`config.mk`:
```
export PLATFORM = sky130hd
export DESIGN_NAME = data_stack_flat
export DESIGN_NICKNAME = d
export VERILOG_FILES = /design/src/rtl/ds_pkg.sv /design/src/rtl/data_stack_if.sv /design/src/rtl/ds_spill_ram.sv /design/src/rtl/data_stack.sv /design/src/flat_wrapper.sv
export SDC_FILE = /design/constraint.sdc
export NUM_CORES = 1
export LEC_CHECK = 0
export BUFFER_PORTS_ARGS = -buffer_cell sky130_fd_sc_hd__buf_4
export CAP_MARGIN = 5
export CORE_MARGIN = 5
export CORE_UTILIZATION = 30
export CTS_BUF_LIST = sky130_fd_sc_hd__clkbuf_4 sky130_fd_sc_hd__clkbuf_8
export DETAILED_ROUTE_END_ITERATION = 8
export PLACE_DENSITY = 0.51
export SLEW_MARGIN = 20
export SYNTH_ARGS = -nofsm -noshare
export SYNTH_HDL_FRONTEND = slang
export SYNTH_SLANG_ARGS = --single-unit
export TNS_END_PERCENT = 30
```
`constraint.sdc`:
```
create_clock -name clk -period 6.2 [get_ports clk]
set_input_delay 0.93 -clock clk [delete_from_list [all_inputs] [get_ports clk]]
set_output_delay 0.93 -clock clk [all_outputs]
set_load 0.05 [all_outputs]
```
`src/rtl/ds_pkg.sv`:
```
// ds_pkg: shared definitions for the data-stack operation (DSOP) command set.
// Used by the data_stack responder and by the control unit that issues DSOP.
// Contents:
//   DS_NOP..DS_POP2  4-bit operation codes (9..15 are reserved and act as NOP)
//   ds_op_info_t     minimum depth (need) and signed depth change (delta) per op
//   ds_op_info()     lookup from opcode to ds_op_info_t
package ds_pkg;

  localparam logic [3:0] DS_NOP     = 4'd0;
  localparam logic [3:0] DS_PUSH    = 4'd1;
  localparam logic [3:0] DS_POP     = 4'd2;
  localparam logic [3:0] DS_DUP     = 4'd3;
  localparam logic [3:0] DS_SWAP    = 4'd4;
  localparam logic [3:0] DS_OVER    = 4'd5;
  localparam logic [3:0] DS_BINOP   = 4'd6;
  localparam logic [3:0] DS_REPLACE = 4'd7;
  localparam logic [3:0] DS_POP2    = 4'd8;

  typedef struct packed {
    logic [1:0]        need;
    logic signed [2:0] delta;
  } ds_op_info_t;

  function automatic ds_op_info_t ds_op_info(input logic [3:0] op);
    ds_op_info_t r;
    r.need  = 2'd0;
    r.delta = 3'sd0;
    case (op)
      DS_PUSH:    begin r.need = 2'd0; r.delta =  3'sd1; end
      DS_POP:     begin r.need = 2'd1; r.delta = -3'sd1; end
      DS_DUP:     begin r.need = 2'd1; r.delta =  3'sd1; end
      DS_SWAP:    begin r.need = 2'd2; r.delta =  3'sd0; end
      DS_OVER:    begin r.need = 2'd2; r.delta =  3'sd1; end
      DS_BINOP:   begin r.need = 2'd2; r.delta = -3'sd1; end
      DS_REPLACE: begin r.need = 2'd1; r.delta =  3'sd0; end
      DS_POP2:    begin r.need = 2'd2; r.delta = -3'sd2; end
      default:    begin r.need = 2'd0; r.delta =  3'sd0; end
    endcase
    return r;
  endfunction

endpackage

```
`src/rtl/data_stack_if.sv`:
```
// data_stack_if: DSOP command interface between control (master) and the
// data stack (slave).
// Master drives: DSOP, ds_data, sr1_overwrite, sr1_in, err_clr.
// Slave drives:  sr0, sr1, ds_depth, ds_empty, ds_full, ds_ovf, ds_unf
//                (+ ds_hwm when DS_HIGH_WATER_EN is defined).
interface data_stack_if #(
  parameter int WIDTH = 16,
  parameter int PTR_W = 5
);
  logic [3:0]       DSOP;
  logic [WIDTH-1:0] ds_data;
  logic             sr1_overwrite;
  logic [WIDTH-1:0] sr1_in;
  logic             err_clr;
  logic [WIDTH-1:0] sr0;
  logic [WIDTH-1:0] sr1;
  logic [PTR_W-1:0] ds_depth;
  logic             ds_empty;
  logic             ds_full;
  logic             ds_ovf;
  logic             ds_unf;
`ifdef DS_HIGH_WATER_EN
  logic [PTR_W-1:0] ds_hwm;

  modport master (
    output DSOP, ds_data, sr1_overwrite, sr1_in, err_clr,
    input  sr0, sr1, ds_depth, ds_empty, ds_full, ds_ovf, ds_unf, ds_hwm
  );
  modport slave (
    input  DSOP, ds_data, sr1_overwrite, sr1_in, err_clr,
    output sr0, sr1, ds_depth, ds_empty, ds_full, ds_ovf, ds_unf, ds_hwm
  );
`else
  modport master (
    output DSOP, ds_data, sr1_overwrite, sr1_in, err_clr,
    input  sr0, sr1, ds_depth, ds_empty, ds_full, ds_ovf, ds_unf
  );
  modport slave (
    input  DSOP, ds_data, sr1_overwrite, sr1_in, err_clr,
    output sr0, sr1, ds_depth, ds_empty, ds_full, ds_ovf, ds_unf
  );
`endif
endinterface

```
`src/rtl/ds_spill_ram.sv`:
```
// ds_spill_ram: backing store for stack entries below sr0/sr1.
// Synchronous write, combinational read at two addresses (top, top-1) so a
// one- or two-entry refill completes in the same cycle as the op.
// Ports: clk; we/wr_addr/wr_data write port; rd_addr_top/rd_addr_top1 read
// addresses; rd_top/rd_top1 read data.
module ds_spill_ram #(
  parameter int WIDTH   = 16,
  parameter int ENTRIES = 14,
  parameter int AW      = 4
) (
  input  logic             clk,
  input  logic             we,
  input  logic [AW-1:0]    wr_addr,
  input  logic [WIDTH-1:0] wr_data,
  input  logic [AW-1:0]    rd_addr_top,
  input  logic [AW-1:0]    rd_addr_top1,
  output logic [WIDTH-1:0] rd_top,
  output logic [WIDTH-1:0] rd_top1
);

  logic [WIDTH-1:0] mem [ENTRIES];

  always_ff @(posedge clk) begin
    if (we) mem[wr_addr] <= wr_data;
  end

  assign rd_top  = mem[rd_addr_top];
  assign rd_top1 = mem[rd_addr_top1];

endmodule

```
`src/rtl/data_stack.sv`:
```
// data_stack: responder for DSOP commands. Executes one stack op per clock;
// the top two entries are held in registers (sr0, sr1) and deeper entries
// spill into ds_spill_ram. Ops that would overflow or underflow are
// suppressed (including any same-cycle sr1_overwrite) and set sticky flags.
// Ports: clk; async_reset (synchronous, active-high); ds (data_stack_if.slave)
// carrying DSOP/ds_data/sr1_overwrite/sr1_in/err_clr in and
// sr0/sr1/ds_depth/ds_empty/ds_full/ds_ovf/ds_unf out.
// Optional macro DS_HIGH_WATER_EN adds ds_hwm, the peak depth since reset
// (err_clr reloads it with the current depth).
module data_stack
  import ds_pkg::*;
#(
  parameter int WIDTH = 16,
  parameter int DEPTH = 16,
  parameter int PTR_W = 5
) (
  input  logic         clk,
  input  logic         async_reset,
  data_stack_if.slave  ds
);

  localparam int ENTRIES = DEPTH - 2;
  localparam int AW      = (ENTRIES > 1) ? $clog2(ENTRIES) : 1;
  localparam int DW      = PTR_W + 2;

  logic [WIDTH-1:0] sr0_p1, sr1_p1;
  logic [PTR_W-1:0] depth_p1;
  logic             ovf_p1, unf_p1;

  ds_op_info_t       info;
  logic signed [DW-1:0] depth_s, depth_nxt_s;
  logic [PTR_W-1:0]  depth_nxt;
  logic              ovf_evt, unf_evt, suppress, spill;
  logic [WIDTH-1:0]  sr0_nxt, sr1_nxt, ram_top, ram_top1;
  logic [WIDTH-1:0]  rd_top, rd_top1;
  logic              ram_we;

  ds_spill_ram #(.WIDTH(WIDTH), .ENTRIES(ENTRIES), .AW(AW)) u_ram (
    .clk          (clk),
    .we           (ram_we),
    .wr_addr      (AW'(depth_p1 - PTR_W'(2))),
    .wr_data      (sr1_p1),
    .rd_addr_top  (AW'(depth_p1 - PTR_W'(3))),
    .rd_addr_top1 (AW'(depth_p1 - PTR_W'(4))),
    .rd_top       (rd_top),
    .rd_top1      (rd_top1)
  );

  always_comb begin
    info        = ds_op_info(ds.DSOP);
    depth_s     = signed'({2'b00, depth_p1});
    depth_nxt_s = depth_s + DW'(info.delta);
    unf_evt     = {1'b0, depth_p1} < (PTR_W+1)'(info.need);
    ovf_evt     = (info.delta > 3'sd0) && (depth_nxt_s > DW'(DEPTH));
    suppress    = ovf_evt | unf_evt;
    depth_nxt   = PTR_W'(depth_nxt_s);

    // RAM slots only hold live data when depth exceeds the register pair
    ram_top  = (depth_p1 >= PTR_W'(3)) ? rd_top  : '0;
    ram_top1 = (depth_p1 >= PTR_W'(4)) ? rd_top1 : '0;

    sr0_nxt = sr0_p1;
    sr1_nxt = sr1_p1;
    spill   = 1'b0;
    case (ds.DSOP)
      DS_PUSH:    begin sr0_nxt = ds.ds_data; sr1_nxt = sr0_p1;  spill = 1'b1; end
      DS_POP:     begin sr0_nxt = sr1_p1;     sr1_nxt = ram_top;               end
      DS_DUP:     begin sr0_nxt = sr0_p1;     sr1_nxt = sr0_p1;  spill = 1'b1; end
      DS_SWAP:    begin sr0_nxt = sr1_p1;     sr1_nxt = sr0_p1;                end
      DS_OVER:    begin sr0_nxt = sr1_p1;     sr1_nxt = sr0_p1;  spill = 1'b1; end
      DS_BINOP:   begin sr0_nxt = ds.ds_data; sr1_nxt = ram_top;               end
      DS_REPLACE: begin sr0_nxt = ds.ds_data;                                  end
      DS_POP2:    begin sr0_nxt = ram_top;    sr1_nxt = ram_top1;              end
      default:    ;
    endcase

    // Registers with no backing entry read as zero
    if (depth_nxt < PTR_W'(1)) sr0_nxt = '0;
    if (depth_nxt < PTR_W'(2)) sr1_nxt = '0;
    else if (ds.sr1_overwrite) sr1_nxt = ds.sr1_in;

    ram_we = !async_reset && !suppress && spill && (depth_p1 >= PTR_W'(2));
  end

  // Stage p1: registered stack state and sticky flags (set beats clear)
  always_ff @(posedge clk) begin
    if (async_reset) begin
      sr0_p1   <= '0;
      sr1_p1   <= '0;
      depth_p1 <= '0;
      ovf_p1   <= 1'b0;
      unf_p1   <= 1'b0;
    end else begin
      if (!suppress) begin
        sr0_p1   <= sr0_nxt;
        sr1_p1   <= sr1_nxt;
        depth_p1 <= depth_nxt;
      end
      ovf_p1 <= ovf_evt | (ovf_p1 & ~ds.err_clr);
      unf_p1 <= unf_evt | (unf_p1 & ~ds.err_clr);
    end
  end

  assign ds.sr0      = sr0_p1;
  assign ds.sr1      = sr1_p1;
  assign ds.ds_depth = depth_p1;
  assign ds.ds_empty = (depth_p1 == '0);
  assign ds.ds_full  = (depth_p1 == PTR_W'(DEPTH));
  assign ds.ds_ovf   = ovf_p1;
  assign ds.ds_unf   = unf_p1;

`ifdef DS_HIGH_WATER_EN
  logic [PTR_W-1:0] hwm_p1;

  // Stage p1: peak tracker follows the registered depth one cycle later
  always_ff @(posedge clk) begin
    if (async_reset)             hwm_p1 <= '0;
    else if (ds.err_clr)         hwm_p1 <= depth_p1;
    else if (depth_p1 > hwm_p1)  hwm_p1 <= depth_p1;
  end

  assign ds.ds_hwm = hwm_p1;
`endif

endmodule

```
`src/flat_wrapper.sv`:
```
// flat-port wrapper written by rule: the top's interface ports become plain ports
module data_stack_flat import ds_pkg::*;
#(
  parameter int WIDTH = 16,
  parameter int DEPTH = 16,
  parameter int PTR_W = 5
)
  (clk, async_reset, ds_DSOP, ds_ds_data, ds_sr1_overwrite, ds_sr1_in, ds_err_clr, ds_sr0, ds_sr1, ds_ds_depth, ds_ds_empty, ds_ds_full, ds_ds_ovf, ds_ds_unf);
  data_stack_if #(.WIDTH(WIDTH), .PTR_W(PTR_W)) ds_i ();
  input  logic clk;
  input  logic async_reset;
  input wire logic [$bits(ds_i.DSOP)-1:0] ds_DSOP;
  input wire logic [$bits(ds_i.ds_data)-1:0] ds_ds_data;
  input wire logic [$bits(ds_i.sr1_overwrite)-1:0] ds_sr1_overwrite;
  input wire logic [$bits(ds_i.sr1_in)-1:0] ds_sr1_in;
  input wire logic [$bits(ds_i.err_clr)-1:0] ds_err_clr;
  output wire logic [$bits(ds_i.sr0)-1:0] ds_sr0;
  output wire logic [$bits(ds_i.sr1)-1:0] ds_sr1;
  output wire logic [$bits(ds_i.ds_depth)-1:0] ds_ds_depth;
  output wire logic [$bits(ds_i.ds_empty)-1:0] ds_ds_empty;
  output wire logic [$bits(ds_i.ds_full)-1:0] ds_ds_full;
  output wire logic [$bits(ds_i.ds_ovf)-1:0] ds_ds_ovf;
  output wire logic [$bits(ds_i.ds_unf)-1:0] ds_ds_unf;
  assign ds_i.DSOP = ds_DSOP;
  assign ds_i.ds_data = ds_ds_data;
  assign ds_i.sr1_overwrite = ds_sr1_overwrite;
  assign ds_i.sr1_in = ds_sr1_in;
  assign ds_i.err_clr = ds_err_clr;
  assign ds_sr0 = ds_i.sr0;
  assign ds_sr1 = ds_i.sr1;
  assign ds_ds_depth = ds_i.ds_depth;
  assign ds_ds_empty = ds_i.ds_empty;
  assign ds_ds_full = ds_i.ds_full;
  assign ds_ds_ovf = ds_i.ds_ovf;
  assign ds_ds_unf = ds_i.ds_unf;
  data_stack #(.WIDTH(WIDTH), .DEPTH(DEPTH), .PTR_W(PTR_W)) u_core (.clk(clk), .async_reset(async_reset), .ds(ds_i));
endmodule
```
* After elaboration in Yosys (flattened, before gate mapping)
Memory sizes are Yosys's and may differ from the RTL's. Index checks and enable logic that the tools add are counted.
Word-level totals: memories 2, output and inout port bits 41, RAM bits 224, input bits 40, bits in registers 39, ROM bits 80
Cells by class: muxes and demuxes 10, order comparisons 8, add/sub/neg operators 4, reductions and logical operators 16, bitwise operators 7, equality and inequality tests 9
Memories:
- u_core.u_ram.mem | depth 14, bits a word 16, read ports 2, clocked after memory_dff 0, wr ports 1, RTL line ds_spill_ram.sv:21 | logic [WIDTH-1:0] mem [ENTRIES];
- (name not given) | depth 16, bits a word 5, read ports 1, clocked after memory_dff 0, wr ports 0, RTL line ds_pkg.sv:28 | case (op)
Operators with widths (number):
- case mux 16 bit (3 select lines) | 2
- 2-to-1 mux 16 bit | 5
- == test 4 x 3 -> 1 bit (second input constant) | 4
- greater-or-equal comparator 5 x 2 -> 1 bit (second input constant) | 2
- OR reduction 3 bit | 3
- == test 4 x 2 -> 1 bit (second input constant) | 2
- subtractor 4 x 2 -> 4 bit (second input constant) | 2
- adder 6 x 3 -> 7 bit | 1
- greater-than comparator 7 x 6 -> 1 bit (second input constant) | 1
- == test 5 bit (second input constant) | 1
- greater-or-equal comparator 5 x 3 -> 1 bit (second input constant) | 1
- logical NOT 5 bit | 1
- < comparator 5 x 1 -> 1 bit (second input constant) | 1
- < comparator 5 x 2 -> 1 bit | 1
- < comparator 5 x 2 -> 1 bit (second input constant) | 1
- nonzero test 5 bit | 1
- == test 4 x 1 -> 1 bit (second input constant) | 1
- == test 4 bit (second input constant) | 1
- logical AND 1 bit | 4
- AND reduction 2 bit | 2
- nonzero test 4 bit | 1
- OR reduction 4 bit | 1
- subtractor 4 x 3 -> 4 bit (second input constant) | 1
- greater-than comparator 3 x 1 -> 1 bit (second input constant) | 1
- other kinds (6) | 13

* Longest topological paths before layout
Gate-level depths: netlist (run 1). An unclocked memory read counts as a cell.
depth after elaboration 11, gate-level depth with buffers 15, gate-level depth less buffers 13

* Modules after synthesis
From an unflattened synthesis (run 1), not the netlist that was laid out.
Unflattened totals: cell total of the unflattened synthesis 886, area total of the unflattened synthesis 13696.9 µm²
By module, submodules not included:
- ds_spill_ram | sequential area each 6726.5 µm², times used 1, area an instance 10595.2 µm², cells each 513
- data_stack | sequential area each 780.7 µm², times used 1, area an instance 3101.7 µm², cells each 373

* Worst setup path before layout (run 1)
Ideal clock, no wire load.
kind in2reg, from in ds_DSOP[0], to mem u_core.u_ram.mem[10][0] (enable), required time 5791 ps, path buffers 1, data arrival time 4765 ps, slack 1025 ps, cell stages on the path 12, library setup time 409 ps, path through inv_1 ha_1 a21oi_1 nor2_1 ha_1 fa_1 or3b_1 nor4_2 a211oi_1 a221o_1 buf_2 nor3_1
On the way: cells in the longest elaborated chain, start to end 11, elaborated cells between the ends (all ways) 18
Ends and longest elaborated chain:
- start, declared | RTL line flat_wrapper.sv:12 | input wire logic [$bits(ds_i.DSOP)-1:0] ds_DSOP;
- memory (16 x 5 bit)
- adder 6 x 3 -> 7 bit | RTL line data_stack.sv:52 | depth_nxt_s = depth_s + DW'(info.delta);
- via u_core.depth_nxt_s[1] | RTL line data_stack.sv:31 | logic signed [DW-1:0] depth_s, depth_nxt_s;
- greater-than comparator 7 x 6 -> 1 bit | RTL line data_stack.sv:54 | ovf_evt = (info.delta > 3'sd0) && (depth_nxt_s > DW'(DEPTH));
- logical AND 1 bit | RTL line data_stack.sv:54
- bitwise OR 1 bit | RTL line data_stack.sv:55 | suppress = ovf_evt | unf_evt;
- logical NOT 1 bit | RTL line data_stack.sv:82 | ram_we = !async_reset && !suppress && spill && (depth_p1 >= PTR_W'(2));
- logical AND 1 bit (3 in series) | RTL line data_stack.sv:82
- 2-to-1 mux 1 bit | RTL line ds_spill_ram.sv:24 | if (we) mem[wr_addr] <= wr_data;
- 2-to-1 mux 1 bit (not written as such) | RTL line ds_spill_ram.sv:24
- end, declared | RTL line ds_spill_ram.sv:21
The timed path passes the listed nets, and every way through them passes these cells.

* Worst setup path after layout (run 1)
from in ds_DSOP[0], to mem u_core.u_ram.mem[6][0] (enable)
Same word-level chain as after synthesis.

==> impl_metrics.xml, run 1 <==
<?xml version="1.0" encoding="UTF-8"?>
<metrics>
  <group name="timing">
    <metric name="fin_ws" unit="ps">1350</metric>
    <metric name="final-setup-viol-count" unit="">0</metric>
    <metric name="layout_worst_path_cycle_share" unit="">0.783</metric>
    <metric name="relSlewSlack" unit="">0.204</metric>
    <metric name="slew_viol_final" unit="">0</metric>
    <metric name="finalWorstPathRequiredPeriod" unit="ps">4850</metric>
    <metric name="timing_worst_slew_pin_value" unit="ps">1190</metric>
    <metric name="finalSetupTns" unit="ps">0</metric>
    <metric name="finalHoldViolations" unit="">0</metric>
    <metric name="unrepaired_setup_endpoints_after_global_routing" unit="">false</metric>
    <metric name="timing.fmax" unit="MHz">206</metric>
    <metric name="final.setup_skew" unit="ps">38.9</metric>
  </group>
  <group name="logic_synthesis">
    <metric name="synth_top_family_by_area" unit="">multiplexers</metric>
    <metric name="synthesis.area" unit="um2">13400</metric>
    <metric name="synth-compound-area-share" unit="">0.141</metric>
    <metric name="synth_top_flop_cell" unit="">edfxtp_1</metric>
    <metric name="postSynthNetCount" unit="">1050</metric>
    <metric name="netlist_instances" unit="">987</metric>
    <metric name="synth-adder-area-share" unit="">0.0220</metric>
    <metric name="yosysSeqAreaShare" unit="">0.560</metric>
    <metric name="synth-seq-cells" unit="">263</metric>
    <metric name="syn_area_per_cell" unit="um2">13.6</metric>
    <metric name="yosys.area.top_type" unit="">edfxtp_1</metric>
    <metric name="post_synth_num_cell_types" unit="">61</metric>
    <metric name="synthMuxAreaShare" unit="">0.180</metric>
    <metric name="yosys_warnings" unit="">0</metric>
    <metric name="synth-xor-area-share" unit="">0.00523</metric>
    <metric name="synth_enable_flop_cells" unit="">224</metric>
    <metric name="synth_largest_type_area_fraction" unit="">0.502</metric>
    <metric name="synth_async_sr_flop_share" unit="">0</metric>
    <metric name="synth_area_leaders" unit="">edfxtp_1 50%, mux2i_1 8.4%, mux4_2 8.4%</metric>
    <metric name="post_synth_simple_gate_area" unit="">0.0657</metric>
  </group>
  <group name="cts">
    <metric name="cts-root-buf" unit="">clkbuf_8</metric>
    <metric name="clk_path_buf_depth" unit="">3</metric>
    <metric name="post-cts-setup-buffers" unit="">0</metric>
    <metric name="cts.repair.resized" unit="">0</metric>
    <metric name="h-tree-depth" unit="">2</metric>
    <metric name="cts_tree" unit="">done</metric>
    <metric name="cts-buffers-inserted" unit="">48</metric>
    <metric name="tritoncts_num_sinks" unit="">263</metric>
    <metric name="clk-insertion-delay-late" unit="ps">600</metric>
    <metric name="cts_hold_repair.buffers" unit="">0</metric>
    <metric name="clk_transition_reported_paths" unit="ps">50</metric>
  </group>
  <group name="detailed_routing">
    <metric name="drt_first_pass_iters" unit="">7</metric>
    <metric name="routed_wirelength" unit="mm">42.7</metric>
    <metric name="first_iter_violations" unit="">783</metric>
    <metric name="vias" unit="">9307</metric>
    <metric name="drc" unit="">0</metric>
    <metric name="avgRoutedWirePerCell" unit="um">24.9</metric>
    <metric name="drt-vias-per-instance" unit="">5.43</metric>
    <metric name="final_antenna_net_count" unit="">0</metric>
  </group>
  <group name="worst_setup_path">
    <metric name="worst-endpoint-required" unit="ps">6400</metric>
    <metric name="cell_occurring_most_often_along_the_worst_timing_path" unit="">ha_1</metric>
    <metric name="worst_path_arrival_time" unit="ps">5050</metric>
    <metric name="crit_fanout" unit="">16</metric>
    <metric name="regToRegSetupSlack" unit="ps">1900</metric>
    <metric name="worstPathBufferInverterCount" unit="">2</metric>
    <metric name="timing.critical_path.to_type" unit="">flop</metric>
    <metric name="critical-path-top-delay-family" unit="">simple AND/OR/NAND/NOR gates</metric>
    <metric name="crit_path_top_delay_cell" unit="">and2_1</metric>
    <metric name="timing_worst_setup_path_type" unit="">in2reg</metric>
    <metric name="timing.critical_path.cells" unit="">buf_4, inv_1, ha_1, a21oi_1, nor2_1, ha_1, fa_1, or3b_1, nor4_2, a211oi_1, a221o_1, nor3_1, and2_1</metric>
    <metric name="slowest_delay" unit="ps">850</metric>
    <metric name="startpoint_type" unit="">input pin</metric>
  </group>
  <group name="floorplan">
    <metric name="fp.dieH" unit="um">221</metric>
    <metric name="core" unit="um2">44200</metric>
    <metric name="die_area" unit="um2">49000</metric>
    <metric name="num_io_pins" unit="">81</metric>
    <metric name="die_w" unit="um">221</metric>
    <metric name="rows" unit="">77</metric>
    <metric name="initial_utilization" unit="">0.303</metric>
  </group>
  <group name="cells_and_area">
    <metric name="diodes" unit="">0</metric>
    <metric name="layout_common_cells" unit="">224 x edfxtp_1, 113 x mux2i_1, 113 x buf_4</metric>
    <metric name="final_area" unit="um2">15800</metric>
    <metric name="drive_above_1_share" unit="">0.250</metric>
    <metric name="nets" unit="">1146</metric>
    <metric name="layout_commonest_cell" unit="">edfxtp_1</metric>
    <metric name="areaGrowthSynthToFinish" unit="%">18.3</metric>
    <metric name="n_fill_cell" unit="">4224</metric>
  </group>
  <group name="hold_path">
    <metric name="worst_hold_path_type" unit="">reg2reg</metric>
  </group>
  <group name="global_routing">
    <metric name="pin_count_of_the_biggest_net_entering_global_routing" unit="">176</metric>
    <metric name="groute.usage.overall" unit="">0.166</metric>
    <metric name="first_global_vias" unit="">9101</metric>
    <metric name="number_of_antenna_violations_at_the_first_check_in_global_routing" unit="">0</metric>
    <metric name="gr_ovfl_total" unit="">0</metric>
    <metric name="grt_first_pass_wirelength" unit="mm">62.2</metric>
  </group>
  <group name="place">
    <metric name="hpwl" unit="mm">28.7</metric>
    <metric name="placement.cell_area" unit="um2">14800</metric>
    <metric name="finalWeightedCongestion" unit="">0.813</metric>
    <metric name="detailedPlace.worstSlack" unit="ps">744</metric>
    <metric name="io_buffer_count" unit="">80</metric>
  </group>
  <group name="flow_run">
    <metric name="drv.max_cap_violation_count" unit="">0</metric>
  </group>
  <group name="power_and_ir_drop">
    <metric name="ir_drop" unit="V">0.000262</metric>
    <metric name="p_per_area" unit="nW/um2">435</metric>
    <metric name="p_leak" unit="nW">5.35</metric>
  </group>
  <group name="status">
    <metric name="status" unit="">completed</metric>
  </group>
</metrics>
## flip-flops by register name, summed over array words and instances, names as in the netlist
name                count
u_core.ds.ds_depth      5
u_core.ds.sr1          16
u_core.ds.sr0          16
u_core.ds.ds_unf        1
u_core.ds.ds_ovf        1
u_core.u_ram.mem      224
## per-stage QoR
stage | instances | hold WS [ps] | utilization | power, W
floorplan | 987 | 667 | - | 0.00417
detailed placement | 1624 | 454 | 0.334 | 0.00520
global placement | 1624 | 449 | 0.334 | 0.00518
CTS | 1714 | 461 | 0.358 | 0.00695
global route | 1715 | 491 | 0.358 | 0.00722
finish | 1715 | 459 | 0.358 | 0.00690
## power by group
part | total [W] | switching (W) | internal, W
registers | 0.00229 | 0.000184 | 0.00211
logic | 0.00287 | 0.00181 | 0.00106
clock network | 0.00174 | 0.000739 | 0.00100
total | 0.00690 | 0.00273 | 0.00417
## kinds of logic (layout without fill, tap and decap cells)
group                      Yosys count  in the layout
and+or+nand+nor                    178            178
DFF                                263            263
adders and majority gates           23             23
muxes                              177            177
AOI/OAI and AO/OA                  258            258
xor gates and xnor gates             8              8
buffers and inverters               80            216
## worst paths after layout
check / startpoint / endpoint / cells after the start
max: ds_DSOP[0] / u_core.u_ram.mem[6][0]$_DFFE_PP_ / 13
min: u_core.ds.ds_ovf$_SDFF_PP0_ / u_core.ds.ds_ovf$_SDFF_PP0_ / 2
max reg2reg: u_core.ds.ds_depth[1]$_SDFFE_PP0N_ / u_core.u_ram.mem[6][0]$_DFFE_PP_ / 7
min reg2reg: u_core.ds.ds_ovf$_SDFF_PP0_ / u_core.ds.ds_ovf$_SDFF_PP0_ / 2
## worst register-to-register path, cell delays in order, from the launching register on
cell      delay, ps
dfxtp_1         850
fa_1            630
or3b_1          400
nor4_2          160
a211oi_1        120
a221o_1         500
nor3_1          420
and2_1          850
## cell type report
| class | instances | area, um2 | share of cell area |
|---|---|---|---|
| flip-flops and latches | 263 | 7510 | 0.474 |
| multi-input cells | 644 | 5620 | 0.355 |
| repair buffers | 115 | 896 | 0.0565 |
| clock buffers | 70 | 882 | 0.0557 |
| well taps | 592 | 741 | 0.0467 |
| clock inverters | 20 | 153 | 0.00963 |
| inverters | 11 | 41.3 | 0.00261 |
## layer usage
metal / up-vias / wire length, um / global-route usage
li1: 4176 / - / -
met1: 4766 / 19600 / 0.239
met2: 302 / 19500 / 0.260
met3: 63 / 2700 / 0.0307
met4: 0 / 913 / 0.0434
met5: - / 0 / 0
## Yosys cell counts (16+ instances only)
master,instances
edfxtp_1,224
mux2i_1,113
nor2_1,55
mux4_2,50
a21oi_1,47
a22oi_1,47
dfxtp_1,39
clkbuf_1,38
nand2_1,34
a22o_1,30
o21ai_0,30
nand3_1,27
buf_2,22
ha_1,22
nand2b_1,21
a211oi_1,19
a32o_1,16
No activity file was read; power rests on OpenSTA's default activity.
==> run 2, diff against run 1 <==
- ABC_AREA: default -> 1
- PLACE_DENSITY: 0.51 -> 0.53
- clock period: 6.2 -> 4.15 ns (I/O delays scaled with it)
==> run 2 against run 1 <==
  * First-iteration DRC count up 76%
  * Setup slack worse by 620 ps
  * Combinational power up 150%
  * Sequential cell count unchanged
  * Core utilization down 0.22 points
  * Final cell count up 58%
  * Area after synthesis up 12%
  * Critical path depth down 1
  * Final area up 10%
  * Sequential share of layout area down 4.5 points
  * Via count up 45%
==> impl_metrics.xml, run 2 <==
<?xml version="1.0" encoding="UTF-8"?>
<metrics>
  <group name="cts">
    <metric name="cts.repair.resized" unit="">0</metric>
    <metric name="tritoncts_num_sinks" unit="">263</metric>
    <metric name="post-cts-setup-buffers" unit="">0</metric>
    <metric name="clk-insertion-delay-late" unit="ps">620</metric>
    <metric name="h-tree-depth" unit="">2</metric>
    <metric name="clk_transition_reported_paths" unit="ps">60</metric>
    <metric name="cts-buffers-inserted" unit="">49</metric>
    <metric name="clk_path_buf_depth" unit="">3</metric>
    <metric name="cts_hold_repair.buffers" unit="">0</metric>
    <metric name="cts_tree" unit="">done</metric>
    <metric name="cts-root-buf" unit="">clkbuf_8</metric>
  </group>
  <group name="status">
    <metric name="status" unit="">completed</metric>
  </group>
  <group name="power_and_ir_drop">
    <metric name="power.share.sequential" unit="">0.263</metric>
    <metric name="p_leak" unit="nW">7.65</metric>
    <metric name="p_comb_frac" unit="">0.543</metric>
    <metric name="power_frac_clock" unit="">0.194</metric>
    <metric name="ir_drop" unit="V">0.000520</metric>
    <metric name="power.net_switching" unit="W">0.00675</metric>
    <metric name="swShare" unit="">0.513</metric>
    <metric name="power.internal" unit="W">0.00642</metric>
    <metric name="p_per_area" unit="nW/um2">753</metric>
  </group>
  <group name="detailed_routing">
    <metric name="vias" unit="">13458</metric>
    <metric name="avgRoutedWirePerCell" unit="um">20.3</metric>
    <metric name="final_antenna_net_count" unit="">0</metric>
    <metric name="first_iter_violations" unit="">1376</metric>
    <metric name="drt_first_pass_iters" unit="">6</metric>
    <metric name="drc" unit="">0</metric>
    <metric name="routed_wirelength" unit="mm">54.8</metric>
    <metric name="drt-vias-per-instance" unit="">4.98</metric>
  </group>
  <group name="floorplan">
    <metric name="die_area" unit="um2">54400</metric>
    <metric name="core" unit="um2">49200</metric>
    <metric name="initial_utilization" unit="">0.304</metric>
    <metric name="fp.dieH" unit="um">233</metric>
    <metric name="rows" unit="">81</metric>
    <metric name="die_w" unit="um">233</metric>
    <metric name="num_io_pins" unit="">81</metric>
  </group>
  <group name="place">
    <metric name="hpwl" unit="mm">37.4</metric>
    <metric name="io_buffer_count" unit="">80</metric>
    <metric name="dp_cells" unit="">2611</metric>
    <metric name="finalWeightedCongestion" unit="">0.871</metric>
  </group>
  <group name="worst_setup_path">
    <metric name="timing_worst_setup_path_type" unit="">reg2reg</metric>
    <metric name="crit_fanout" unit="">27</metric>
    <metric name="r2r-end" unit="">u_core.ds.sr0[5]$_SDFFE_PP0P_</metric>
    <metric name="worst_path_arrival_time" unit="ps">3970</metric>
    <metric name="timing.critical_path.to_type" unit="">flop</metric>
    <metric name="worst-endpoint-required" unit="ps">4690</metric>
    <metric name="cp-startpoint" unit="">u_core.ds.ds_depth[1]$_SDFFE_PP0N_</metric>
    <metric name="startpoint_type" unit="">flop</metric>
    <metric name="r2r.worst_path.cells" unit="">12</metric>
    <metric name="regToRegStartpoint" unit="">u_core.ds.ds_depth[1]$_SDFFE_PP0N_</metric>
    <metric name="critPathCapture" unit="">u_core.ds.sr0[5]$_SDFFE_PP0P_</metric>
    <metric name="regToRegSetupSlack" unit="ps">730</metric>
  </group>
  <group name="cells_and_area">
    <metric name="layout_commonest_cell" unit="">nand2_1</metric>
    <metric name="regMostFlops" unit="">u_core.u_ram.mem</metric>
    <metric name="post-route-util" unit="">0.356</metric>
    <metric name="layout_common_cells" unit="">643 x nand2_1, 304 x nand3_1, 224 x inv_1, 224 x edfxtp_1, 125 x buf_4</metric>
    <metric name="drive_above_1_share" unit="">0.140</metric>
    <metric name="layout.cells.non_filler" unit="">2703</metric>
    <metric name="largest_register_ff_count" unit="">224</metric>
    <metric name="areaGrowthSynthToFinish" unit="%">17.0</metric>
    <metric name="diodes" unit="">0</metric>
    <metric name="nets" unit="">2062</metric>
  </group>
  <group name="flow_run">
    <metric name="drv.max_cap_violation_count" unit="">0</metric>
  </group>
  <group name="logic_synthesis">
    <metric name="synth_largest_type_area_fraction" unit="">0.450</metric>
    <metric name="synth_area_leaders" unit="">edfxtp_1 45%, nand2_1 16%, nand3_1 10%</metric>
    <metric name="netlist_instances" unit="">1925</metric>
    <metric name="postSynthNetCount" unit="">1988</metric>
    <metric name="post-synth-top-count-cell" unit="">nand2_1</metric>
    <metric name="synth-adder-area-share" unit="">0.0197</metric>
    <metric name="synth_enable_flop_cells" unit="">224</metric>
    <metric name="synth-xor-area-share" unit="">0</metric>
    <metric name="synth.top_cells.by_count" unit="">644 x nand2_1, 304 x nand3_1, 225 x inv_1, 224 x edfxtp_1, 129 x nor2_1</metric>
    <metric name="post_synth_num_cell_types" unit="">37</metric>
    <metric name="synth-seq-cells" unit="">263</metric>
    <metric name="synth_top_flop_cell" unit="">edfxtp_1</metric>
    <metric name="synth_top_family_by_area" unit="">simple AND/OR/NAND/NOR gates</metric>
    <metric name="post_synth_simple_gate_area" unit="">0.334</metric>
    <metric name="synth-compound-area-share" unit="">0.0531</metric>
    <metric name="synthesis.area" unit="um2">15000</metric>
    <metric name="synthMuxAreaShare" unit="">0</metric>
    <metric name="syn_area_per_cell" unit="um2">7.77</metric>
    <metric name="synth_async_sr_flop_share" unit="">0</metric>
    <metric name="yosysSeqAreaShare" unit="">0.502</metric>
    <metric name="yosys_warnings" unit="">0</metric>
    <metric name="yosys.area.top_type" unit="">edfxtp_1</metric>
  </group>
  <group name="global_routing">
    <metric name="first_global_vias" unit="">12866</metric>
    <metric name="pin_count_of_the_biggest_net_entering_global_routing" unit="">190</metric>
    <metric name="gr-max-usage-layer" unit="">met2</metric>
    <metric name="met2_usage" unit="">0.320</metric>
    <metric name="gr-usage-met1" unit="">0.272</metric>
    <metric name="gr-usage-met3" unit="">0.0310</metric>
    <metric name="grt_first_pass_wirelength" unit="mm">81.4</metric>
    <metric name="gr_ovfl_total" unit="">0</metric>
    <metric name="number_of_antenna_violations_at_the_first_check_in_global_routing" unit="">0</metric>
    <metric name="groute.usage.overall" unit="">0.198</metric>
  </group>
  <group name="timing">
    <metric name="finalHoldViolations" unit="">0</metric>
    <metric name="slew_viol_final" unit="">0</metric>
    <metric name="relSlewSlack" unit="">0.282</metric>
    <metric name="timing.hold.ws" unit="ps">291</metric>
    <metric name="timing_worst_slew_pin_value" unit="ps">1080</metric>
    <metric name="timing.fmax" unit="MHz">292</metric>
    <metric name="final-setup-viol-count" unit="">0</metric>
    <metric name="final.setup_skew" unit="ps">32.9</metric>
    <metric name="finalSetupTns" unit="ps">0</metric>
    <metric name="layout_worst_path_cycle_share" unit="">0.825</metric>
    <metric name="unrepaired_setup_endpoints_after_global_routing" unit="">false</metric>
    <metric name="finalWorstPathRequiredPeriod" unit="ps">3420</metric>
  </group>
  <group name="hold_path">
    <metric name="worst_hold_path_type" unit="">in2reg</metric>
  </group>
</metrics>
-- run 2: cell types whose count changed after synthesis, moves of 21 or more --
| cell | change |
|---|---|
| nand2b_1 | -21 |
| nand4_1 | +34 |
| nand3_1 | +277 |
| mux4_2 | -50 |
| clkbuf_1 | +28 |
| inv_1 | +214 |
| mux2i_1 | -113 |
| a22oi_1 | -47 |
| nor2_1 | +74 |
| nand2_1 | +610 |
| a22o_1 | -30 |
-- run 2: cell type report --
type                       instances  area [um2]
sequential                       263        7510
timing repair buffer             136        1150
fill                            5087       31600
multi-input combinational       1315        6140
clock buffer                      58         748
inverter                         234         888
tap                              664         831
clock inverter                    33         235
-- run 2: how the worst min path moves through the flow --
stage,slack [ps],cells past startpoint,from,end
after global placement,460,2,u_core.ds.ds_unf$_SDFF_PP0_,u_core.ds.ds_unf$_SDFF_PP0_
after CTS,230,4,ds_err_clr,u_core.ds.ds_unf$_SDFF_PP0_
final,290,4,ds_err_clr,u_core.ds.ds_unf$_SDFF_PP0_
after detailed placement,460,2,u_core.ds.ds_unf$_SDFF_PP0_,u_core.ds.ds_unf$_SDFF_PP0_
after global routing,280,4,ds_err_clr,u_core.ds.ds_unf$_SDFF_PP0_
after floorplan,680,2,u_core.ds.ds_ovf$_SDFF_PP0_,u_core.ds.ds_ovf$_SDFF_PP0_
-- run 2: power groups by stage --
stage	Sequential, W	Clock, W	Combinational [W]
finish	0.00347	0.00256	0.00715
global route	0.00348	0.00273	0.00772
CTS	0.00346	0.00261	0.00709
detailed placement	0.00352	0	0.00707
global placement	0.00351	0	0.00705
floorplan	0.00370	0	0.00407
-- run 2: worst max-delay path, stage by stage, from the launching register on --
cell and delay, ps:
dfxtp_2 660, buf_4 500, ha_1 300, inv_1 60, nand2_1 70, nand2_2 80, inv_1 550, nand3_1 210
nand3_1 350, nand4_1 190, a21oi_1 170, nand2_1 80, a21oi_2 140
-- run 2: kinds of logic after synthesis --
kind of cell,Yosys count
compound gates,130
buf+inv,347
flops,263
simple gates,1162
fa+ha+maj,23
-- run 2: stage by stage --
step | area (um2) | setup slack [ps] | power (W)
global route | 17500 | 479 | 0.0139
detailed placement | 16500 | 198 | 0.0106
global placement | 16500 | 207 | 0.0106
CTS | 17500 | 733 | 0.0132
finish | 17500 | 726 | 0.0132
floorplan | 15000 | -210 | 0.00777
-- run 2: per-layer routing --
| layer | vias up | routed length, um |
|---|---|---|
| met2 | 542 | 25200 |
| met1 | 6397 | 24300 |
| met3 | 72 | 3760 |
| met4 | 0 | 1560 |
| met5 | - | 0 |
| li1 | 6447 | - |
==> run 3, diff against run 2 <==
- PLACE_DENSITY: 0.53 -> 0.51
- clock period: 4.15 -> 3.32 ns (I/O delays scaled with it)
==> run 3 against run 2 <==
  * First-iteration DRC count increased by 4.1%
  * Combinational power increased by 32%
  * Critical path type unchanged
  * Sequential power increased by 22%
  * Hold slack got worse by 150 ps
  * Non-clock buffer count increased by 30
  * Routed wire length increased by 4.3%
  * Via count increased by 2.3%
  * Sequential cell count unchanged
  * Sequential share of layout area decreased by 0.91 points
  * Critical path depth decreased by 1
  * Final cell count increased by 0.85%
  * Final area increased by 2.2%
==> impl_metrics.xml, run 3 (synthesis gave the netlist of run 2 again) <==
<?xml version="1.0" encoding="UTF-8"?>
<metrics>
  <group name="worst_setup_path">
    <metric name="slowest_delay" unit="ps">530</metric>
    <metric name="timing.critical_path.cells" unit="">clkinv_1, buf_4, ha_1, inv_1, nand2_1, nand2_1, inv_1, nor2_1, inv_1, nor3_4, buf_12</metric>
    <metric name="startpoint_type" unit="">flop</metric>
    <metric name="timing.critical_path.to_type" unit="">flop</metric>
    <metric name="timing_worst_setup_path_type" unit="">reg2reg</metric>
    <metric name="crit_path_top_delay_cell" unit="">dfxtp_1</metric>
    <metric name="crit_fanout" unit="">16</metric>
    <metric name="critical-path-top-delay-family" unit="">buffers and inverters</metric>
    <metric name="worst-endpoint-required" unit="ps">3630</metric>
    <metric name="cell_occurring_most_often_along_the_worst_timing_path" unit="">inv_1</metric>
    <metric name="worstPathBufferInverterCount" unit="">6</metric>
    <metric name="worst_path_arrival_time" unit="ps">3170</metric>
  </group>
  <group name="detailed_routing">
    <metric name="vias" unit="">13768</metric>
    <metric name="drt-met1-wl" unit="mm">24.4</metric>
    <metric name="final_antenna_net_count" unit="">0</metric>
    <metric name="drc" unit="">0</metric>
    <metric name="met3WireLength" unit="mm">3.67</metric>
    <metric name="routed_wirelength" unit="mm">57.2</metric>
    <metric name="first_iter_violations" unit="">1432</metric>
    <metric name="drt_first_pass_iters" unit="">6</metric>
    <metric name="top_layer_reached_by_signal_wires" unit="">met4</metric>
    <metric name="met2RoutedLength" unit="mm">26.8</metric>
    <metric name="avgRoutedWirePerCell" unit="um">21.0</metric>
    <metric name="drt-vias-per-instance" unit="">5.05</metric>
  </group>
  <group name="place">
    <metric name="hpwl" unit="mm">39.5</metric>
    <metric name="finalWeightedCongestion" unit="">0.905</metric>
    <metric name="detailedPlace.worstSlack" unit="ps">-83.7</metric>
    <metric name="io_buffer_count" unit="">80</metric>
    <metric name="dp_cells" unit="">2642</metric>
  </group>
  <group name="timing">
    <metric name="slew_viol_final" unit="">0</metric>
    <metric name="relSlewSlack" unit="">0.365</metric>
    <metric name="timing.fmax" unit="MHz">349</metric>
    <metric name="finalHoldViolations" unit="">0</metric>
    <metric name="finalWorstPathRequiredPeriod" unit="ps">2860</metric>
    <metric name="fin_ws" unit="ps">458</metric>
    <metric name="final-setup-viol-count" unit="">0</metric>
    <metric name="unrepaired_setup_endpoints_after_global_routing" unit="">false</metric>
    <metric name="timing_worst_slew_pin_value" unit="ps">953</metric>
    <metric name="final.setup_skew" unit="ps">31.7</metric>
    <metric name="layout_worst_path_cycle_share" unit="">0.862</metric>
  </group>
  <group name="power_and_ir_drop">
    <metric name="swShare" unit="">0.516</metric>
    <metric name="power.share.sequential" unit="">0.256</metric>
    <metric name="p_comb_frac" unit="">0.568</metric>
    <metric name="power.internal" unit="W">0.00805</metric>
    <metric name="ir_drop" unit="V">0.000628</metric>
    <metric name="power.net_switching" unit="W">0.00857</metric>
    <metric name="power_frac_clock" unit="">0.176</metric>
    <metric name="p_per_area" unit="nW/um2">929</metric>
    <metric name="p_leak" unit="nW">7.80</metric>
    <metric name="finalPower" unit="W">0.0166</metric>
  </group>
  <group name="cts">
    <metric name="clk_path_buf_depth" unit="">3</metric>
    <metric name="cts.repair.resized" unit="">0</metric>
    <metric name="clk-insertion-delay-late" unit="ps">620</metric>
    <metric name="tritoncts_num_sinks" unit="">263</metric>
    <metric name="post-cts-setup-buffers" unit="">0</metric>
    <metric name="h-tree-depth" unit="">2</metric>
    <metric name="cts-buffers-inserted" unit="">48</metric>
    <metric name="cts-root-buf" unit="">clkbuf_8</metric>
    <metric name="cts_hold_repair.buffers" unit="">0</metric>
    <metric name="clk_transition_reported_paths" unit="ps">60</metric>
    <metric name="cts_tree" unit="">done</metric>
  </group>
  <group name="cells_and_area">
    <metric name="layout_commonest_cell" unit="">nand2_1</metric>
    <metric name="layout_common_cells" unit="">642 x nand2_1, 303 x nand3_1, 224 x edfxtp_1</metric>
    <metric name="regMostFlops" unit="">u_core.u_ram.mem</metric>
    <metric name="areaGrowthSynthToFinish" unit="%">19.6</metric>
    <metric name="largest_register_ff_count" unit="">224</metric>
    <metric name="nets" unit="">2091</metric>
    <metric name="layout.cells.non_filler" unit="">2726</metric>
    <metric name="drive_above_1_share" unit="">0.157</metric>
    <metric name="n_fill_cell" unit="">5039</metric>
  </group>
  <group name="floorplan">
    <metric name="die_area" unit="um2">54400</metric>
    <metric name="rows" unit="">81</metric>
    <metric name="core" unit="um2">49200</metric>
    <metric name="initial_utilization" unit="">0.304</metric>
    <metric name="num_io_pins" unit="">81</metric>
    <metric name="die_w" unit="um">233</metric>
    <metric name="fp.dieH" unit="um">233</metric>
  </group>
  <group name="hold_path">
    <metric name="worst_hold_path_type" unit="">in2reg</metric>
  </group>
  <group name="global_routing">
    <metric name="gr_ovfl_total" unit="">0</metric>
    <metric name="number_of_antenna_violations_at_the_first_check_in_global_routing" unit="">4</metric>
    <metric name="pin_count_of_the_biggest_net_entering_global_routing" unit="">178</metric>
    <metric name="first_global_vias" unit="">13066</metric>
    <metric name="groute.usage.overall" unit="">0.207</metric>
    <metric name="grt_first_pass_wirelength" unit="mm">84.2</metric>
  </group>
  <group name="flow_run">
    <metric name="drv.max_cap_violation_count" unit="">0</metric>
  </group>
  <group name="status">
    <metric name="status" unit="">completed</metric>
  </group>
</metrics>
-- run 3: changes by cell type in the layout (fill, tap and decap cells not counted), sizes merged --
cell and change:
diode +1, clkinv -10, clkbuf +7, buf +30, clkinvlp -2, bufinv -3
-- run 3: worst paths after layout --
path | from | endpoint | slack [ps] | depth (start not counted)
max | u_core.ds.ds_depth[2]$_SDFFE_PP0N_ | u_core.u_ram.mem[6][1]$_DFFE_PP_ | 460 | 11
min | ds_err_clr | u_core.ds.ds_ovf$_SDFF_PP0_ | 140 | 4
max reg2reg | u_core.ds.ds_depth[2]$_SDFFE_PP0N_ | u_core.u_ram.mem[6][1]$_DFFE_PP_ | 460 | 11
min reg2reg | u_core.ds.ds_ovf$_SDFF_PP0_ | u_core.ds.ds_ovf$_SDFF_PP0_ | 470 | 2
-- run 3: per-stage QoR --
step           cell area, um2  TNS [ps]  hold WS, ps  utilization
4_1_cts                 17900         0          102        0.364
3_3_place_gp            17000    -21110          456        0.346
2_1_floorplan           15200     -1620          673            -
6_report                17900         0          143        0.364
3_5_place_dp            17000     -9790          457        0.346
5_1_grt                 17900         0          124        0.364
-- run 3: metal layers --
layer  GRT usage  vias up
met2       0.340      514
met3      0.0286       95
met4      0.0833        0
met5           0        -
met1       0.277     6664
li1            -     6495
-- run 3: power groups by stage --
stage / sequential [W] / clock (W) / combinational, W
5_1_grt: 0.00427 / 0.00315 / 0.0102
3_5_place_dp: 0.00432 / 0 / 0.00940
6_report: 0.00425 / 0.00293 / 0.00945
4_1_cts: 0.00425 / 0.00299 / 0.00943
3_3_place_gp: 0.00432 / 0 / 0.00937
2_1_floorplan: 0.00463 / 0 / 0.00523
-- run 3: worst reg2reg max path: cells and delay by family (launching register included) --
family	cells	cell delay [ps]
and+or+nand+nor	4	800
buffers and inverters	6	990
DFF	1	530
adders and majority gates	1	210
-- run 3: area by class of cell --
class	count	area [um2]	area share
timing repair buffer	166	1480	0.0830
clock inverter	18	76.3	0.00427
inverter	234	911	0.0509
tap	664	831	0.0465
clock buffer	65	795	0.0444
sequential	263	7510	0.420
antenna	1	2.50	0.000140
multi-input combinational	1315	6270	0.351
